==> config.mk <==
export PLATFORM = sky130hd
export DESIGN_NAME = serial_word_receiver_flat
export DESIGN_NICKNAME = d
export VERILOG_FILES = /design/src/rtl/serial_word_receiver_if.sv /design/src/rtl/serial_word_receiver.sv /design/src/flat_wrapper.sv
export SDC_FILE = /design/constraint.sdc
export NUM_CORES = 1
export LEC_CHECK = 0
export CAP_MARGIN = 20
export CORE_MARGIN = 4
export CORE_UTILIZATION = 35
export DETAILED_ROUTE_END_ITERATION = 6
export PLACE_DENSITY_LB_ADDON = 0.25
export SKIP_LAST_GASP = 1
export SLEW_MARGIN = 25
export SYNTH_ARGS = -nofsm -noshare
export SYNTH_HDL_FRONTEND = slang
export SYNTH_SLANG_ARGS = --single-unit
==> constraint.sdc <==
create_clock -name CLK -period 1.8 [get_ports CLK]
set_input_delay 0.18 -clock CLK [delete_from_list [all_inputs] [get_ports CLK]]
set_output_delay 0.18 -clock CLK [all_outputs]
set_load 0.02 [all_outputs]
==> src/rtl/serial_word_receiver_if.sv <==
// Bundle of serial input, word output handshake and error flags for serial_word_receiver.
// master = serializer/consumer side, slave = the receiver itself.
interface serial_word_receiver_if #(
  parameter int N = 4
);
  logic         s_valid;
  logic         s_data;
  logic         s_start;
  logic         dir;
  logic         out_ready;
  logic         err_clr;
  logic [N-1:0] out_word;
  logic         out_valid;
  logic         busy;
  logic         overrun;
  logic         frame_err;
  logic         par_err;

  modport master (
    output s_valid, s_data, s_start, dir, out_ready, err_clr,
    input  out_word, out_valid, busy, overrun, frame_err, par_err
  );

  modport slave (
    input  s_valid, s_data, s_start, dir, out_ready, err_clr,
    output out_word, out_valid, busy, overrun, frame_err, par_err
  );
endinterface

==> src/rtl/serial_word_receiver.sv <==
// Assembles strobed serial bits into N-bit words (LSB- or MSB-first per frame) behind a one-deep output buffer.
// Define SERIAL_RX_PARITY_EN to expect a trailing even-parity bit after every frame.
module serial_word_receiver #(
  parameter int N = 4
) (
  input logic                   CLK,
  input logic                   Clear,
  serial_word_receiver_if.slave bus
);
  localparam int CW = $clog2(N + 1);

  typedef enum logic [1:0] {IDLE, RECV, PAR} state_t;

  state_t       state_q;
  logic [N-1:0] sreg_q;
  logic [CW-1:0] cnt_q;
  logic         dir_q;
  logic [N-1:0] outWord_q;
  logic         outValid_q;
  logic         overrun_q;
  logic         frameErr_q;

  logic         strobe_d;
  logic         complete_d;
  logic [N-1:0] shifted_d;
  logic [N-1:0] word_d;

`ifdef SERIAL_RX_PARITY_EN
  logic         parErr_q;
  logic         parBad_d;
`endif

  // Decide whether this strobe finishes a frame and which word it delivers.
  always_comb begin
    strobe_d   = bus.s_valid && !bus.s_start;
    shifted_d  = dir_q ? {sreg_q[N-2:0], bus.s_data} : {bus.s_data, sreg_q[N-1:1]};
    word_d     = shifted_d;
    complete_d = 1'b0;
`ifdef SERIAL_RX_PARITY_EN
    parBad_d   = 1'b0;
    if (strobe_d && state_q == PAR) begin
      complete_d = 1'b1;
      word_d     = sreg_q;
      parBad_d   = ^{sreg_q, bus.s_data};
    end
`else
    if (strobe_d && state_q == RECV && cnt_q == CW'(N - 1)) begin
      complete_d = 1'b1;
    end
`endif
  end

  always_ff @(posedge CLK or negedge Clear) begin
    if (!Clear) begin
      state_q    <= IDLE;
      sreg_q     <= '0;
      cnt_q      <= '0;
      dir_q      <= 1'b0;
      outWord_q  <= '0;
      outValid_q <= 1'b0;
      overrun_q  <= 1'b0;
      frameErr_q <= 1'b0;
`ifdef SERIAL_RX_PARITY_EN
      parErr_q   <= 1'b0;
`endif
    end else begin
      // Clear first so a coincident set condition below takes priority.
      if (bus.err_clr) begin
        overrun_q  <= 1'b0;
        frameErr_q <= 1'b0;
`ifdef SERIAL_RX_PARITY_EN
        parErr_q   <= 1'b0;
`endif
      end

      if (bus.s_valid && bus.s_start) begin
        if (state_q != IDLE) frameErr_q <= 1'b1;
        dir_q   <= bus.dir;
        sreg_q  <= bus.dir ? {{(N-1){1'b0}}, bus.s_data} : {bus.s_data, {(N-1){1'b0}}};
        cnt_q   <= CW'(1);
        state_q <= RECV;
      end else if (strobe_d) begin
        case (state_q)
          RECV: begin
            sreg_q <= shifted_d;
            cnt_q  <= cnt_q + CW'(1);
            if (cnt_q == CW'(N - 1)) begin
`ifdef SERIAL_RX_PARITY_EN
              state_q <= PAR;
`else
              state_q <= IDLE;
`endif
            end
          end
          PAR: begin
            state_q <= IDLE;
`ifdef SERIAL_RX_PARITY_EN
            if (parBad_d) parErr_q <= 1'b1;
`endif
          end
          default: ;
        endcase
      end

      // The buffer is free if empty or being drained this very cycle.
      if (complete_d) begin
        if (!outValid_q || bus.out_ready) begin
          outWord_q  <= word_d;
          outValid_q <= 1'b1;
        end else begin
          overrun_q  <= 1'b1;
        end
      end else if (outValid_q && bus.out_ready) begin
        outValid_q <= 1'b0;
      end
    end
  end

  assign bus.out_word  = outWord_q;
  assign bus.out_valid = outValid_q;
  assign bus.busy      = (state_q != IDLE);
  assign bus.overrun   = overrun_q;
  assign bus.frame_err = frameErr_q;
`ifdef SERIAL_RX_PARITY_EN
  assign bus.par_err   = parErr_q;
`else
  assign bus.par_err   = 1'b0;
`endif
endmodule
==> src/flat_wrapper.sv <==
// flat-port wrapper written by rule: the top's interface ports become plain ports
module serial_word_receiver_flat 
#(
  parameter int N = 4
)
  (CLK, Clear, bus_s_valid, bus_s_data, bus_s_start, bus_dir, bus_out_ready, bus_err_clr, bus_out_word, bus_out_valid, bus_busy, bus_overrun, bus_frame_err, bus_par_err);
  serial_word_receiver_if #(.N(N)) bus_i ();
  input logic CLK;
  input logic Clear;
  input wire logic [$bits(bus_i.s_valid)-1:0] bus_s_valid;
  input wire logic [$bits(bus_i.s_data)-1:0] bus_s_data;
  input wire logic [$bits(bus_i.s_start)-1:0] bus_s_start;
  input wire logic [$bits(bus_i.dir)-1:0] bus_dir;
  input wire logic [$bits(bus_i.out_ready)-1:0] bus_out_ready;
  input wire logic [$bits(bus_i.err_clr)-1:0] bus_err_clr;
  output wire logic [$bits(bus_i.out_word)-1:0] bus_out_word;
  output wire logic [$bits(bus_i.out_valid)-1:0] bus_out_valid;
  output wire logic [$bits(bus_i.busy)-1:0] bus_busy;
  output wire logic [$bits(bus_i.overrun)-1:0] bus_overrun;
  output wire logic [$bits(bus_i.frame_err)-1:0] bus_frame_err;
  output wire logic [$bits(bus_i.par_err)-1:0] bus_par_err;
  assign bus_i.s_valid = bus_s_valid;
  assign bus_i.s_data = bus_s_data;
  assign bus_i.s_start = bus_s_start;
  assign bus_i.dir = bus_dir;
  assign bus_i.out_ready = bus_out_ready;
  assign bus_i.err_clr = bus_err_clr;
  assign bus_out_word = bus_i.out_word;
  assign bus_out_valid = bus_i.out_valid;
  assign bus_busy = bus_i.busy;
  assign bus_overrun = bus_i.overrun;
  assign bus_frame_err = bus_i.frame_err;
  assign bus_par_err = bus_i.par_err;
  serial_word_receiver #(.N(N)) u_core (.CLK(CLK), .Clear(Clear), .bus(bus_i));
endmodule
==> flow_summary.json <==
{
  "status": "complete, no violations",
  "rows": 16,
  "post-route-drc-count": 0,
  "hpwl_um": 1020,
  "antenna_found_initial": 0,
  "stdcell_area_um2": 970,
  "endpoint_kind": "output port",
  "tritoncts": "built",
  "cts_buffers": 3,
  "cp.required_ns": 1.62,
  "ys.flop_type": "dfrtp_1",
  "floorplan.initialDensity": 0.379,
  "worstHoldPathType": "input port to asynchronous set/reset pin",
  "hold_viol_final": 0,
  "final_common_cell": "dfrtp_1",
  "critPathMaxStageDelay_ns": 0.66,
  "vias": 531,
  "max_freq_mhz": 622,
  "cts_resized": 0,
  "drt_wl_total_um": 1320,
  "finalSetupViolCount": 0,
  "clockRootBuffer": "clkbuf_4",
  "yosysWarnings": 0,
  "yosysSeqAreaShare": 0.522,
  "path_buf_inv": 1,
  "fin_setup_tns_ns": 0,
  "cts_sinks": 16,
  "globalplace.congestion": 0.838,
  "path_class": "register to output port",
  "ctsHoldBuffers": 0,
  "grt_usage": 0.103,
  "layout_common_cells": "16 x dfrtp_1, 15 x clkdlybuf4s50_1, 9 x nand2_1",
  "viasPerCell": 4.74,
  "pre_cts_slack_ns": 0.286,
  "path_cells": "clkdlybuf4s50_1",
  "first_iter_violations": 17,
  "drt-pass1-iter-count": 4,
  "antenna_left": 0,
  "crit_family": "buffers and inverters",
  "finClkSkew_ns": 0.00162,
  "leakage_nw": 0.455,
  "core-area_um2": 2020,
  "synth-edff-count": 0,
  "die_h_um": 54.8,
  "post_drt_wl_per_cell_um": 11.8,
  "fin_ws_ns": 0.191,
  "antennaDiodeCount": 0,
  "nNetsFinal": 97,
  "min_period_over_period": 0.894,
  "grt_max_degree": 17,
  "synthCells": 67,
  "power_density_nw_per_um2": 1270,
  "cts.reportedPaths.clkPinSlew_ns": 0.09,
  "finalCriticalPeriod_ns": 1.61,
  "maxCapViolCount": 0,
  "cp_slowest_cell": "clkdlybuf4s50_1",
  "chipWidth_um": 54.8,
  "placed_cell_area_um2": 947,
  "ys_types": 24,
  "areaGrowthSynthToFinish_pct": 26.4,
  "syn_nets": 77,
  "max-vdd-ir-drop_v": 0.000525,
  "gr-total-overflow": 0,
  "drive_gt1_frac": 0.141,
  "grt_pass1_vias": 482,
  "critPathMaxFanout": 7,
  "io_pins": 17,
  "syn_area_um2": 767,
  "port_buffers": 15,
  "finalMaxSlewViolations": 0,
  "clock_latency_ns": 0.28,
  "ctsLongestPathBuffers": 2,
  "synth.avg_cell_area_um2": 11.4,
  "async_reset_ff_frac": 1.00,
  "grt_setup_unrepaired": "no",
  "postCtsSetupRepairBufs": 0,
  "crit_path_start_kind": "register",
  "grt_pass1_wl_um": 2190,
  "cts_max_level": 1,
  "cp.arrival_ns": 1.43,
  "ys_ff_latch": 16,
  "die-area_um2": 3000
}
==> where the power goes <==
| group | switching [mW] | internal, mW | total [mW] |
|---|---|---|---|
| sequential | 0.0854 | 0.479 | 0.565 |
| combinational | 0.229 | 0.247 | 0.476 |
| clock | 0.109 | 0.0775 | 0.186 |
| total | 0.424 | 0.804 | 1.23 |
==> cell families after synthesis <==
group                      Yosys count  share of synthesized area
other                                1                    0.00489
adders and majority gates            2                     0.0326
DFF                                 16                      0.522
AOI/OAI and AO/OA                   12                     0.0946
muxes                                9                      0.135
buffers and inverters                9                     0.0636
and+or+nand+nor                     18                      0.147
==> final timing paths <==
path                                        start  cells after the start  slack, ns                     end
worst min-delay path                        Clear                      2       0.21        u_core.sreg_q[0]
max in group asynchronous                   Clear                      2       1.41         u_core.cnt_q[0]
worst max-delay path            u_core.state_q[0]                      1       0.19                bus_busy
min in group CLK                      bus_err_clr                      2       0.48      u_core.bus.overrun
worst min register to register    u_core.cnt_q[1]                      2       0.50         u_core.cnt_q[1]
worst max register to register    u_core.cnt_q[0]                      5       0.28  u_core.bus.out_word[3]
==> cell type report <==
class	count	area, um2
flip-flops and latches	16	400
fillers	201	1050
inverters	6	22.5
multi-input cells	42	318
clock buffers	3	22.5
well taps	27	33.8
repair buffers	18	173
==> registers in the layout (all words and copies together) (netlist names) <==
register,count
u_core.bus.frame_err,1
u_core.cnt_q,3
u_core.bus.out_word,4
u_core.bus.overrun,1
u_core.sreg_q,4
u_core.dir_q,1
u_core.bus.out_valid,1
u_core.state_q,1
==> worst reg2reg max path, stage by stage, from the launching register on <==
cell	delay [ns]
dfrtp_1	0.38
ha_1	0.16
ha_1	0.21
nand4b_4	0.14
nor2b_4	0.22
mux2_4	0.31
==> per-stage QoR <==
step / hold slack, ns / power [mW] / util / cells
2_1_floorplan: -0.116 / 0.858 / - / 67
3_3_place_gp: 0.469 / 1.05 / 0.468 / 109
3_5_place_dp: 0.487 / 1.06 / 0.468 / 109
4_1_cts: 0.222 / 1.24 / 0.480 / 112
5_1_grt: 0.239 / 1.32 / 0.480 / 112
6_report: 0.214 / 1.23 / 0.480 / 112
==> routing by layer <==
metal,vias to the layer above,wire length (um),GRT usage
met1,259,611,0.144
met3,2,88,0.0300
met2,8,611,0.142
met4,0,7,0.0498
met5,-,0,0
li1,262,-,-
==> cells in the mapped netlist (2+ instances only) <==
| cell | number | area, um2 |
|---|---|---|
| ha_1 | 2 | 25.0 |
| dfrtp_1 | 16 | 400 |
| nand2_1 | 9 | 33.8 |
| nor2_1 | 2 | 7.51 |
| mux2i_1 | 4 | 40.0 |
| mux2_4 | 2 | 30.0 |
| inv_1 | 6 | 22.5 |
| o22ai_1 | 2 | 12.5 |
| mux2_1 | 2 | 22.5 |
| buf_4 | 2 | 15.0 |
| o21ai_0 | 6 | 30.0 |
| a31oi_1 | 2 | 12.5 |
Note: power is estimated with default switching activity, not from simulation.
